`config.mk`:
```
export PLATFORM = sky130hd
export DESIGN_NAME = instr_encoder_loader_flat
export DESIGN_NICKNAME = d
export VERILOG_FILES = /design/src/rtl/instr_encoder_loader_if.sv /design/src/rtl/instr_encoder_loader.sv /design/src/flat_wrapper.sv
export SDC_FILE = /design/constraint.sdc
export NUM_CORES = 1
export LEC_CHECK = 0
export ABC_AREA = 1
export ABC_CLOCK_PERIOD_IN_PS = 2000
export CORE_MARGIN = 5
export CORE_UTILIZATION = 41
export DETAILED_ROUTE_END_ITERATION = 12
export GPL_ROUTABILITY_DRIVEN = 0
export PLACE_DENSITY = 0.76
export SLEW_MARGIN = 20
export SYNTH_ARGS = -nofsm -noshare
export SYNTH_HDL_FRONTEND = slang
export SYNTH_SLANG_ARGS = --single-unit
```
`constraint.sdc`:
```
create_clock -name clk -period 2 [get_ports clk]
set_input_delay 0.3 -clock clk [delete_from_list [all_inputs] [get_ports clk]]
set_output_delay 0.3 -clock clk [all_outputs]
set_load 0.02 [all_outputs]
```
`src/rtl/instr_encoder_loader_if.sv`:
```
// Request stream and imem write port shared between a program source and the encoder/loader.
// The loader connects through the slave modport.
interface instr_encoder_loader_if #(
    parameter int unsigned ADDR_W = 8
);
    logic              in_valid;
    logic              in_ready;
    logic [2:0]        in_op;
    logic [4:0]        in_rd;
    logic [4:0]        in_rs1;
    logic [4:0]        in_rs2;
    logic [12:0]       in_imm;
    logic              in_last;
    logic              imem_we;
    logic [ADDR_W-1:0] imem_addr;
    logic [31:0]       imem_wdata;

    modport master (
        output in_valid, in_op, in_rd, in_rs1, in_rs2, in_imm, in_last,
        input  in_ready, imem_we, imem_addr, imem_wdata
    );

    modport slave (
        input  in_valid, in_op, in_rd, in_rs1, in_rs2, in_imm, in_last,
        output in_ready, imem_we, imem_addr, imem_wdata
    );
endinterface

```
`src/rtl/instr_encoder_loader.sv`:
```
// Encodes abstract RV64 instruction requests into 32-bit words and writes them
// sequentially into instruction memory during a load session.
module instr_encoder_loader #(
    parameter int unsigned ADDR_W    = 8,
    parameter int unsigned DEPTH     = 256,
    parameter int unsigned BASE_ADDR = 0
) (
    input  logic                   clk,
    input  logic                   rst_n,
    input  logic                   start,
    instr_encoder_loader_if.slave  bus,
    output logic                   busy,
    output logic                   done,
    output logic [ADDR_W:0]        instr_count,
    output logic                   misalign_err
);
    localparam logic [ADDR_W:0]   DepthC = (ADDR_W + 1)'(DEPTH);
    localparam logic [ADDR_W-1:0] BaseC  = ADDR_W'(BASE_ADDR);

    typedef enum logic [1:0] {StIdle, StLoad, StDone} state_t;

    state_t          state;
    logic            accept;
    logic [ADDR_W:0] count_inc;
    logic [31:0]     enc;

    assign bus.in_ready = (state == StLoad) && (instr_count < DepthC);
    assign accept       = bus.in_valid && bus.in_ready;
    assign count_inc    = instr_count + (ADDR_W + 1)'(1);

    always_comb begin
        enc = '0;
        case (bus.in_op)
            3'd0: enc = {7'b0000000, bus.in_rs2, bus.in_rs1, 3'b000, bus.in_rd, 7'b0110011};
            3'd1: enc = {7'b0100000, bus.in_rs2, bus.in_rs1, 3'b000, bus.in_rd, 7'b0110011};
            3'd2: enc = {7'b0000000, bus.in_rs2, bus.in_rs1, 3'b111, bus.in_rd, 7'b0110011};
            3'd3: enc = {7'b0000000, bus.in_rs2, bus.in_rs1, 3'b110, bus.in_rd, 7'b0110011};
            3'd4: enc = {bus.in_imm[11:0], bus.in_rs1, 3'b000, bus.in_rd, 7'b0010011};
            3'd5: enc = {bus.in_imm[11:0], bus.in_rs1, 3'b011, bus.in_rd, 7'b0000011};
            3'd6: enc = {bus.in_imm[11:5], bus.in_rs2, bus.in_rs1, 3'b011,
                         bus.in_imm[4:0], 7'b0100011};
            // imm[0] is not representable and is dropped.
            3'd7: enc = {bus.in_imm[12], bus.in_imm[10:5], bus.in_rs2, bus.in_rs1, 3'b000,
                         bus.in_imm[4:1], bus.in_imm[11], 7'b1100011};
            default: enc = '0;
        endcase
    end

    always_ff @(posedge clk) begin
        if (!rst_n) begin
            state          <= StIdle;
            bus.imem_we    <= 1'b0;
            bus.imem_addr  <= '0;
            bus.imem_wdata <= '0;
            busy           <= 1'b0;
            done           <= 1'b0;
            instr_count    <= '0;
            misalign_err   <= 1'b0;
        end else begin
            bus.imem_we <= 1'b0;
            done        <= 1'b0;
            unique case (state)
                StIdle: begin
                    if (start) begin
                        state        <= StLoad;
                        busy         <= 1'b1;
                        instr_count  <= '0;
                        misalign_err <= 1'b0;
                    end
                end
                StLoad: begin
                    if (accept) begin
                        bus.imem_we    <= 1'b1;
                        bus.imem_addr  <= BaseC + instr_count[ADDR_W-1:0];
                        bus.imem_wdata <= enc;
                        instr_count    <= count_inc;
                        if (bus.in_op == 3'd7 && bus.in_imm[0]) begin
                            misalign_err <= 1'b1;
                        end
                        if (bus.in_last || count_inc == DepthC) begin
                            state <= StDone;
                            busy  <= 1'b0;
                            done  <= 1'b1;
                        end
                    end
                end
                StDone: state <= StIdle;
                default: state <= StIdle;
            endcase
        end
    end
endmodule

```
`src/flat_wrapper.sv`:
```
// flat-port wrapper written by rule: the top's interface ports become plain ports
module instr_encoder_loader_flat 
#(
    parameter int unsigned ADDR_W    = 8,
    parameter int unsigned DEPTH     = 256,
    parameter int unsigned BASE_ADDR = 0
)
  (clk, rst_n, start, busy, done, instr_count, misalign_err, bus_in_valid, bus_in_op, bus_in_rd, bus_in_rs1, bus_in_rs2, bus_in_imm, bus_in_last, bus_in_ready, bus_imem_we, bus_imem_addr, bus_imem_wdata);
  instr_encoder_loader_if #(.ADDR_W(ADDR_W)) bus_i ();
  input  logic clk;
  input  logic rst_n;
  input  logic start;
  output logic busy;
  output logic done;
  output logic [ADDR_W:0] instr_count;
  output logic misalign_err;
  input wire logic [$bits(bus_i.in_valid)-1:0] bus_in_valid;
  input wire logic [$bits(bus_i.in_op)-1:0] bus_in_op;
  input wire logic [$bits(bus_i.in_rd)-1:0] bus_in_rd;
  input wire logic [$bits(bus_i.in_rs1)-1:0] bus_in_rs1;
  input wire logic [$bits(bus_i.in_rs2)-1:0] bus_in_rs2;
  input wire logic [$bits(bus_i.in_imm)-1:0] bus_in_imm;
  input wire logic [$bits(bus_i.in_last)-1:0] bus_in_last;
  output wire logic [$bits(bus_i.in_ready)-1:0] bus_in_ready;
  output wire logic [$bits(bus_i.imem_we)-1:0] bus_imem_we;
  output wire logic [$bits(bus_i.imem_addr)-1:0] bus_imem_addr;
  output wire logic [$bits(bus_i.imem_wdata)-1:0] bus_imem_wdata;
  assign bus_i.in_valid = bus_in_valid;
  assign bus_i.in_op = bus_in_op;
  assign bus_i.in_rd = bus_in_rd;
  assign bus_i.in_rs1 = bus_in_rs1;
  assign bus_i.in_rs2 = bus_in_rs2;
  assign bus_i.in_imm = bus_in_imm;
  assign bus_i.in_last = bus_in_last;
  assign bus_in_ready = bus_i.in_ready;
  assign bus_imem_we = bus_i.imem_we;
  assign bus_imem_addr = bus_i.imem_addr;
  assign bus_imem_wdata = bus_i.imem_wdata;
  instr_encoder_loader #(.ADDR_W(ADDR_W), .DEPTH(DEPTH), .BASE_ADDR(BASE_ADDR)) u_core (.clk(clk), .rst_n(rst_n), .start(start), .bus(bus_i), .busy(busy), .done(done), .instr_count(instr_count), .misalign_err(misalign_err));
endmodule
```
# Word level (Yosys, flattened, before mapping)
# Cells that the tools add are included.
[word_totals]
regBits = 55
latchBits = 0
ramBits = 0
rom_bits = 0
output_inout_bits = 54
mem_count = 0
[classes]
n_addsub = 1
multipliers = 0
div_mod_pow = 0
order_cmp = 1
n_eq_ne = 13
shift = 0
mux = 18
bitwise_logic = 0
n_reduce_logical = 14
[op_table]
columns = ["operator", "count"]
rows = [
  ["$pmux W32 S8", 1],
  ["$mux W9", 2],
  ["$pmux W9 S2", 1],
  ["$eq A3 B3 Y1 const B", 4],
  ["$add A9 B1 Y9 const B", 1],
  ["$eq A9 B9 Y1 const B", 1],
  ["$lt A9 B9 Y1 const B", 1],
  ["$reduce_and A3 Y1", 3],
  ["$mux W1", 8],
  ["$reduce_and A4 Y1", 2],
  ["$eq A3 B2 Y1 const B", 2],
  ["$mux W2", 3],
  ["$ne A2 B2 Y1 const B", 3],
  ["$pmux W1 S2", 2],
  ["$pmux W2 S2", 1],
  ["$reduce_and A2 Y1", 2],
  ["$eq A3 B1 Y1 const B", 1],
  ["$logic_and A1 B1 Y1", 3],
  ["$logic_not A3 Y1", 1],
  ["$eq A2 B1 Y1 const B", 1],
  ["$logic_not A2 Y1", 1],
  ["$ne A2 B1 Y1 const B", 1],
  ["$reduce_bool A2 Y1", 1],
  ["$logic_or A1 B1 Y1", 1],
]

# Logic depth before layout (Yosys ltp)
# Gate-level depths: netlist of run 1.
[logic_depth]
depth_word = 6
mapped_depth = 13

# Worst setup path before layout of run 1
# Ideal clock, no wire load.
[synth_path]
kind = "reg-to-reg"
start = "register u_core.instr_count[0]"
end = "register u_core.busy"
setup_time_ps = 132
t_arrival_ps = 1524
setup_slack_ps = 344
stages_incl_launch_ff = 13
path_buffers = 0
cell_sequence = "dfxtp_1 > ha_1 > nand2_1 > nor2_1 > nand3_1 > nand2_1 > nand2_1 > nor2_1 > nand2_1 > nand2_1 > nand2_1 > nand2_1 > a21oi_1"
[synth_via]
elab_chain_cells = 5
elab_cells_between_ends = 9
cone_classes = "1 x add/sub; 1 x order compare; 3 x eq/ne; 4 x reduce/logical"
[synth_rtl]
columns = ["item", "line", "source"]
rows = [
  ["start, declared", "instr_encoder_loader.sv:14", "output logic [ADDR_W:0] instr_count,"],
  ["start signal, assigned", "instr_encoder_loader.sv:76", "instr_count <= count_inc;"],
  ["$add A9 B1 Y9 or $lt A9 B9 Y1 (tied branches)", "instr_encoder_loader.sv:29, instr_encoder_loader.sv:27", ""],
  ["$eq A9 B9 Y1 or $logic_and A1 B1 Y1 (tied branches)", "instr_encoder_loader.sv:80, instr_encoder_loader.sv:27", ""],
  ["$logic_or A1 B1 Y1 or $logic_and A1 B1 Y1 (tied branches)", "instr_encoder_loader.sv:80, instr_encoder_loader.sv:28", ""],
  ["$ne A2 B2 Y1 (no source line) or $ne A2 B1 Y1 (tied branches)", "-", ""],
  ["$reduce_and A4 Y1 (no source line) (*)", "-", ""],
  ["end signal, assigned", "instr_encoder_loader.sv:55", "busy <= 1'b0;"],
  ["end signal, assigned", "instr_encoder_loader.sv:66", "busy <= 1'b1;"],
  ["end signal, assigned", "instr_encoder_loader.sv:82", "busy <= 1'b0;"],
  ["end, declared", "instr_encoder_loader.sv:12", "output logic busy,"],
]
# Mark *: on every way between the ends. The rest lies on a longest branch, timed or not.
# A chain may end at the register's enable or synchronous reset.

# Final worst setup path of run 1
[layout_path]
start = "register u_core.state[0]"
end = "output port bus_in_ready"
[layout_via]
elab_chain_cells = 2
[layout_rtl]
columns = ["item", "line", "source"]
rows = [
  ["start, declared", "instr_encoder_loader.sv:22", "state_t state;"],
  ["start signal, assigned", "instr_encoder_loader.sv:51", "state <= StIdle;"],
  ["start signal, assigned", "instr_encoder_loader.sv:65", "state <= StLoad;"],
  ["start signal, assigned", "instr_encoder_loader.sv:81", "state <= StDone;"],
  ["$eq A2 B1 Y1", "instr_encoder_loader.sv:27", "assign bus.in_ready = (state == StLoad) && (instr_count < DepthC);"],
  ["$logic_and A1 B1 Y1", "instr_encoder_loader.sv:27", ""],
  ["end, declared", "flat_wrapper.sv:24", "output wire logic [$bits(bus_i.in_ready)-1:0] bus_in_ready;"],
]
# Every way passes these cells.

==> results of run 1 <==
[metal layers]
layer,share of wire,GRT usage,vias to the layer above,wire (um)
met5,0,0,-,0
met4,0.0068,0.0360,0,44
met3,0.070,0.0534,5,455
met2,0.47,0.280,85,3060
met1,0.45,0.243,1093,2940
li1,-,-,1244,-
[final timing paths]
kind / to / cells after the start
worst max-delay path: bus_in_ready / 3
worst min-delay path: u_core.misalign_err / 2
worst max register to register: u_core.busy / 12
worst min register to register: u_core.misalign_err / 2
[cells by family (layout without fill, tap and decap cells)]
| family | count (synthesis) | in the layout |
|---|---|---|
| and+or+nand+nor | 152 | 152 |
| AOI/OAI and AO/OA | 68 | 68 |
| DFF | 52 | 52 |
| buffers and inverters | 49 | 138 |
| adders and majority gates | 2 | 2 |
| other | 1 | 2 |
[area by class of cell]
class	count	area (sq um)	share of cell area
multi-input cells	224	1060	0.315
flip-flops and latches	52	1040	0.309
repair buffers	98	953	0.283
inverters	32	120	0.0356
well taps	72	90.1	0.0267
clock buffers	6	72.6	0.0215
clock inverters	2	35.0	0.0104
[sequential cells by signal (all words and copies together) (netlist names)]
name                   count
u_core.instr_count         9
u_core.done                1
u_core.bus.imem_addr       8
u_core.bus.imem_we         1
u_core.misalign_err        1
u_core.busy                1
u_core.bus.imem_wdata     29
u_core.state               2
[placed cells by master, fill, tap and decap left out, drive strengths merged]
cell	count
ha	2
o22ai	5
inv	31
clkbuf	6
nand2	84
nand4	2
clkinv	2
nand3	31
o2111ai	1
a31oi	10
clkdlybuf4s50	87
dfxtp	52
buf	11
a211oi	3
nor2	30
a41oi	1
nor3	5
a21oi	15
bufinv	1
o21ai	33
conb	2
[worst max-delay path: cells and delay by family (launching register included)]
kind	cells	cell delay, ns
AND/OR/NAND/NOR	2	0.20
flip-flops	1	0.39
buffers and inverters	1	0.63
[where the power goes]
group	switching [mW]	leakage (nW)	internal (mW)
logic	0.232	0.860	0.207
clock network	0.329	0.0552	0.372
registers	0.0266	0.424	1.08
==> impl_metrics.json, run 1 <==
{
  "outcome": "complete, no violations",
  "synth_edf_count": 0,
  "synth-compound-area-share": 0.166,
  "dpl.hpwl_um": 4970,
  "synth_top_area_cell": "dfxtp_1",
  "route.detailed.drc": 0,
  "ys.warnings.count": 0,
  "cap_violations": 0,
  "fmax_ghz": 0.553,
  "holdWs_ns": 0.470,
  "core_sq_um": 5510,
  "viasPerCell": 4.99,
  "synthSimpleGateAreaFrac": 0.278,
  "fin_crit_ns": 1.81,
  "setup_slack_ns": 0.190,
  "synth_seq_area_share": 0.449,
  "synth_adder_area_share": 0.0108,
  "synth_top_family_by_area": "simple AND/OR/NAND/NOR gates",
  "postSynthAreaPerCell_sq_um": 7.15,
  "initialDrtViolationCount": 136,
  "cts_max_path_buffers": 2,
  "chipWidth_um": 85.2,
  "pre_cts_ws_ns": 0.210,
  "drtPass1Iterations": 4,
  "crit_path_cell_trace": "nand2_2 > nor2_4 > clkdlybuf4s50_1",
  "crit_path_start_kind": "flop",
  "p_per_area_nw_per_um2": 667,
  "cts_setup_buffers": 0,
  "timing.reg2reg.setup_slack_ns": 0.26,
  "design_area_sq_um": 3370,
  "drt_wl_total_um": 6500,
  "netlist_area_sq_um": 2320,
  "syn_inst": 324,
  "die_y_um": 85.2,
  "drive_above_1_share": 0.0676,
  "path_clk_slew_ns": 0.08,
  "cts_resized": 0,
  "synth.distinct_cells": 26,
  "skew_ns": 0.00754,
  "crit_required_ns": 1.70,
  "dp.cells": 478,
  "synth.most_common_cell": "nand2_1",
  "critPathMaxFanout": 4,
  "netlist.area_leader.share": 0.449,
  "fin_crit_sh": 0.905,
  "worstSetupEndpointType": "output pin",
  "insertion_delay_ns": 0.30,
  "cts.htree.levels": 2,
  "hold_buffers": 0,
  "start_util": 0.421,
  "setup_viol": 0,
  "reg2reg_from": "u_core.instr_count[1]",
  "grt-ovfl-total": 0,
  "io_pins": 90,
  "critPathMaxStageDelay_ns": 0.63,
  "grt_pass1_vias": 2299,
  "crit_arrival_ns": 1.51,
  "antenna_found_initial": 0,
  "grtUsageTotal": 0.179,
  "synthTopCellsByArea": "dfxtp_1, nand2_1, o21ai_0, nand3_1, nor2_1",
  "fill_cells": 503,
  "num_vias": 2427,
  "hold_viol_final": 0,
  "cts.sinks": 52,
  "hold_path_class": "reg -> reg",
  "synthMuxAreaShare": 0,
  "total_power_mw": 2.25,
  "vdd_drop_max_mv": 0.380,
  "antenna_cells": 0,
  "cp_slowest_cell": "clkdlybuf4s50_1",
  "placed_cell_area_sq_um": 3270,
  "synthXorXnorAreaFrac": 0,
  "cts-buffers-inserted": 5,
  "portBuffers": 87,
  "setup_tns_ns": 0,
  "finalNonFillerCells": 486,
  "areaGrowthSynthToFinish_pct": 45.6,
  "cp-startpoint": "u_core.state[0]",
  "cts_tree": "yes",
  "nets": 451,
  "p_leak_nw": 1.34,
  "ys_ff_latch": 52,
  "placementRows": 27,
  "clockRootBuffer": "clkbuf_8",
  "finish.utilization": 0.613,
  "criticalPathCategory": "reg -> out",
  "async_flop_share": 0,
  "synth_ff_type": "dfxtp_1",
  "grt_pass1_wl_um": 10700,
  "rsz0062_at_grt": "no",
  "grt_max_degree": 22,
  "min_from": "u_core.misalign_err",
  "synth_top_cells_by_count": "nand2_1, dfxtp_1, o21ai_0, nand3_1, nor2_1",
  "postRouteAntennaNets": 0,
  "slew_viol_final": 0,
  "wl_per_cell_um": 13.4,
  "die-area_sq_um": 7260
}
(Power assumes the default switching activity.)
==> run 2, diff against run 1 <==
--- a/config.mk
+++ b/config.mk
@@ -14,2 +14,3 @@
 export PLACE_DENSITY = 0.76
+export RECOVER_POWER = 25
 export SLEW_MARGIN = 20
==> constraint.sdc (replaced) <==
create_clock -name clk -period 2 [get_ports clk]
set_input_delay 0.2 -clock clk [delete_from_list [all_inputs] [get_ports clk]]
set_output_delay 0.2 -clock clk [all_outputs]
set_load 0.02 [all_outputs]
==> run 2 against run 1 <==
  * Total power decreased by 4.1%
  * Utilization decreased by 0.57 points
  * Final cell count is 0.21% lower
  * Wire length grew 1.5%
  * Global-route usage rose by 0.057 points
  * Clock skew down 0.0024 ns
  * Register-to-register slack about the same
==> impl_metrics.json, run 2 (same netlist as run 1, synthesis figures left out) <==
{
  "grt_pass1_vias": 2237,
  "p_sw_mw": 0.599,
  "crit_path_start_kind": "flop",
  "portBuffers": 87,
  "outcome": "complete, no violations",
  "r2r_cells": 12,
  "slew_viol_final": 0,
  "p_sw_frac": 0.277,
  "path_buf_inv": 1,
  "grtUsageTotal": 0.179,
  "vdd_drop_max_mv": 0.327,
  "pre_cts_ws_ns": 0.289,
  "start_util": 0.421,
  "fmax_ghz": 0.575,
  "drive_above_1_share": 0.0605,
  "io_pins": 90,
  "drtPass1Iterations": 4,
  "antenna_cells": 0,
  "hold_buffers": 0,
  "max_slew.worst_pin.slew_ns": 0.539,
  "core_sq_um": 5510,
  "criticalPathCategory": "reg -> out",
  "num_vias": 2412,
  "setup_viol": 0,
  "pwr-share-clk": 0.287,
  "fin_crit_sh": 0.869,
  "grt_max_degree": 22,
  "worstSetupEndpointType": "output pin",
  "fill_cells": 507,
  "holdWs_ns": 0.444,
  "crit_required_ns": 1.80,
  "postRouteAntennaNets": 0,
  "crit_path_cell_trace": "nand2_1 > nor2_4 > clkdlybuf4s50_1",
  "hold_path_class": "in -> reg",
  "slew_headroom": 0.640,
  "viasPerCell": 4.97,
  "nets": 450,
  "final_cell_mix": "nand2_1, clkdlybuf4s50_1, dfxtp_1",
  "cts.htree.levels": 2,
  "seqPwrFrac": 0.516,
  "cts_setup_buffers": 0,
  "power.internal_mw": 1.56,
  "setup_tns_ns": 0,
  "crit_arrival_ns": 1.54,
  "placementRows": 27,
  "critPathCapture": "bus_in_ready",
  "route.detailed.drc": 0,
  "drt_wl_total_um": 6600,
  "cap_violations": 0,
  "final_common_cell": "nand2_1",
  "grt-ovfl-total": 0,
  "min_from": "bus_in_imm[5]",
  "areaGrowthSynthToFinish_pct": 44.2,
  "cts-buffers-inserted": 5,
  "hold_viol_final": 0,
  "top_register": "u_core.bus.imem_wdata",
  "path_clk_slew_ns": 0.09,
  "initialDrtViolationCount": 133,
  "cts_tree": "yes",
  "crit_family": "buffers and inverters",
  "critPathMaxStageDelay_ns": 0.61,
  "r2r-end": "u_core.busy",
  "p_leak_nw": 1.38,
  "cp_slowest_cell": "clkdlybuf4s50_1",
  "cts_resized": 0,
  "largest_reg_flops": 29,
  "timing.reg2reg.setup_slack_ns": 0.26,
  "rsz0062_at_grt": "no",
  "antenna_found_initial": 0,
  "cp-startpoint": "u_core.state[0]",
  "skew_ns": 0.00513,
  "dpl.hpwl_um": 5040,
  "chipWidth_um": 85.2,
  "die-area_sq_um": 7260,
  "critical_path_depth": 3,
  "fin_crit_ns": 1.74,
  "combPwrFrac": 0.197,
  "wl_per_cell_um": 13.6,
  "clockRootBuffer": "clkbuf_8",
  "cts_max_path_buffers": 2,
  "reg2reg_from": "u_core.instr_count[0]",
  "critPathMaxFanout": 4,
  "grt_pass1_wl_um": 10500,
  "top_regs": "u_core.bus.imem_wdata: 29 flops, u_core.instr_count: 9 flops, u_core.bus.imem_addr: 8 flops",
  "die_y_um": 85.2,
  "total_power_mw": 2.16,
  "cts.sinks": 52,
  "insertion_delay_ns": 0.31,
  "setup_slack_ns": 0.261,
  "p_per_area_nw_per_um2": 646
}
-- run 2: layout make-up --
class / count / area [sq um] / share of cell area
clock buffers: 6 / 82.6 / 0.0247
clock inverters: 2 / 10.0 / 0.00300
inverters: 32 / 120 / 0.0359
flip-flops and latches: 52 / 1040 / 0.311
repair buffers: 97 / 940 / 0.281
well taps: 72 / 90.1 / 0.0270
multi-input cells: 224 / 1060 / 0.317
-- run 2: power by group through the flow --
stage               logic [mW]  registers, mW  clock network, mW
floorplan                0.162           1.19                  0
global placement         0.429           1.14                  0
detailed placement       0.434           1.14                  0
CTS                      0.436           1.11              0.634
global route             0.463           1.12              0.689
finish                   0.426           1.11              0.620
-- run 2: routing by layer --
metal  global-route usage  wire (um)  vias to the layer above  share of wire
met5                    0          0                        -              0
li1                     -          -                     1234              -
met4               0.0446         70                        0          0.011
met2                0.292       3020                       90           0.46
met3               0.0573        537                        7          0.081
met1                0.230       2960                     1081           0.45
-- run 2: how the worst min path moves through the flow --
stage	endpoint	slack, ns	depth (start not counted)
CTS	u_core.bus.imem_wdata[25]	0.44	3
global placement	u_core.bus.imem_wdata[1]	0.45	2
detailed placement	u_core.bus.imem_wdata[31]	0.46	2
floorplan	u_core.bus.imem_wdata[25]	0.33	2
finish	u_core.bus.imem_wdata[25]	0.44	3
global route	u_core.bus.imem_wdata[27]	0.46	3
-- run 2: per-stage QoR --
| step | util | area [sq um] | std cells |
|---|---|---|---|
| detailed placement | 0.592 | 3260 | 477 |
| floorplan | - | 2320 | 325 |
| finish | 0.607 | 3340 | 485 |
| global route | 0.607 | 3340 | 485 |
| global placement | 0.592 | 3260 | 477 |
| CTS | 0.608 | 3350 | 485 |
-- run 2: worst register-to-register path, cell delays in order, from the launching register on --
cell	delay [ns]
dfxtp_1	0.47
ha_1	0.26
nand2_1	0.12
nor2_1	0.16
nand3_1	0.09
nand2_1	0.09
nand2_1	0.05
nor2_1	0.08
nand2_1	0.05
nand2_1	0.08
nand2_1	0.06
nand2_1	0.05
a21oi_1	0.05
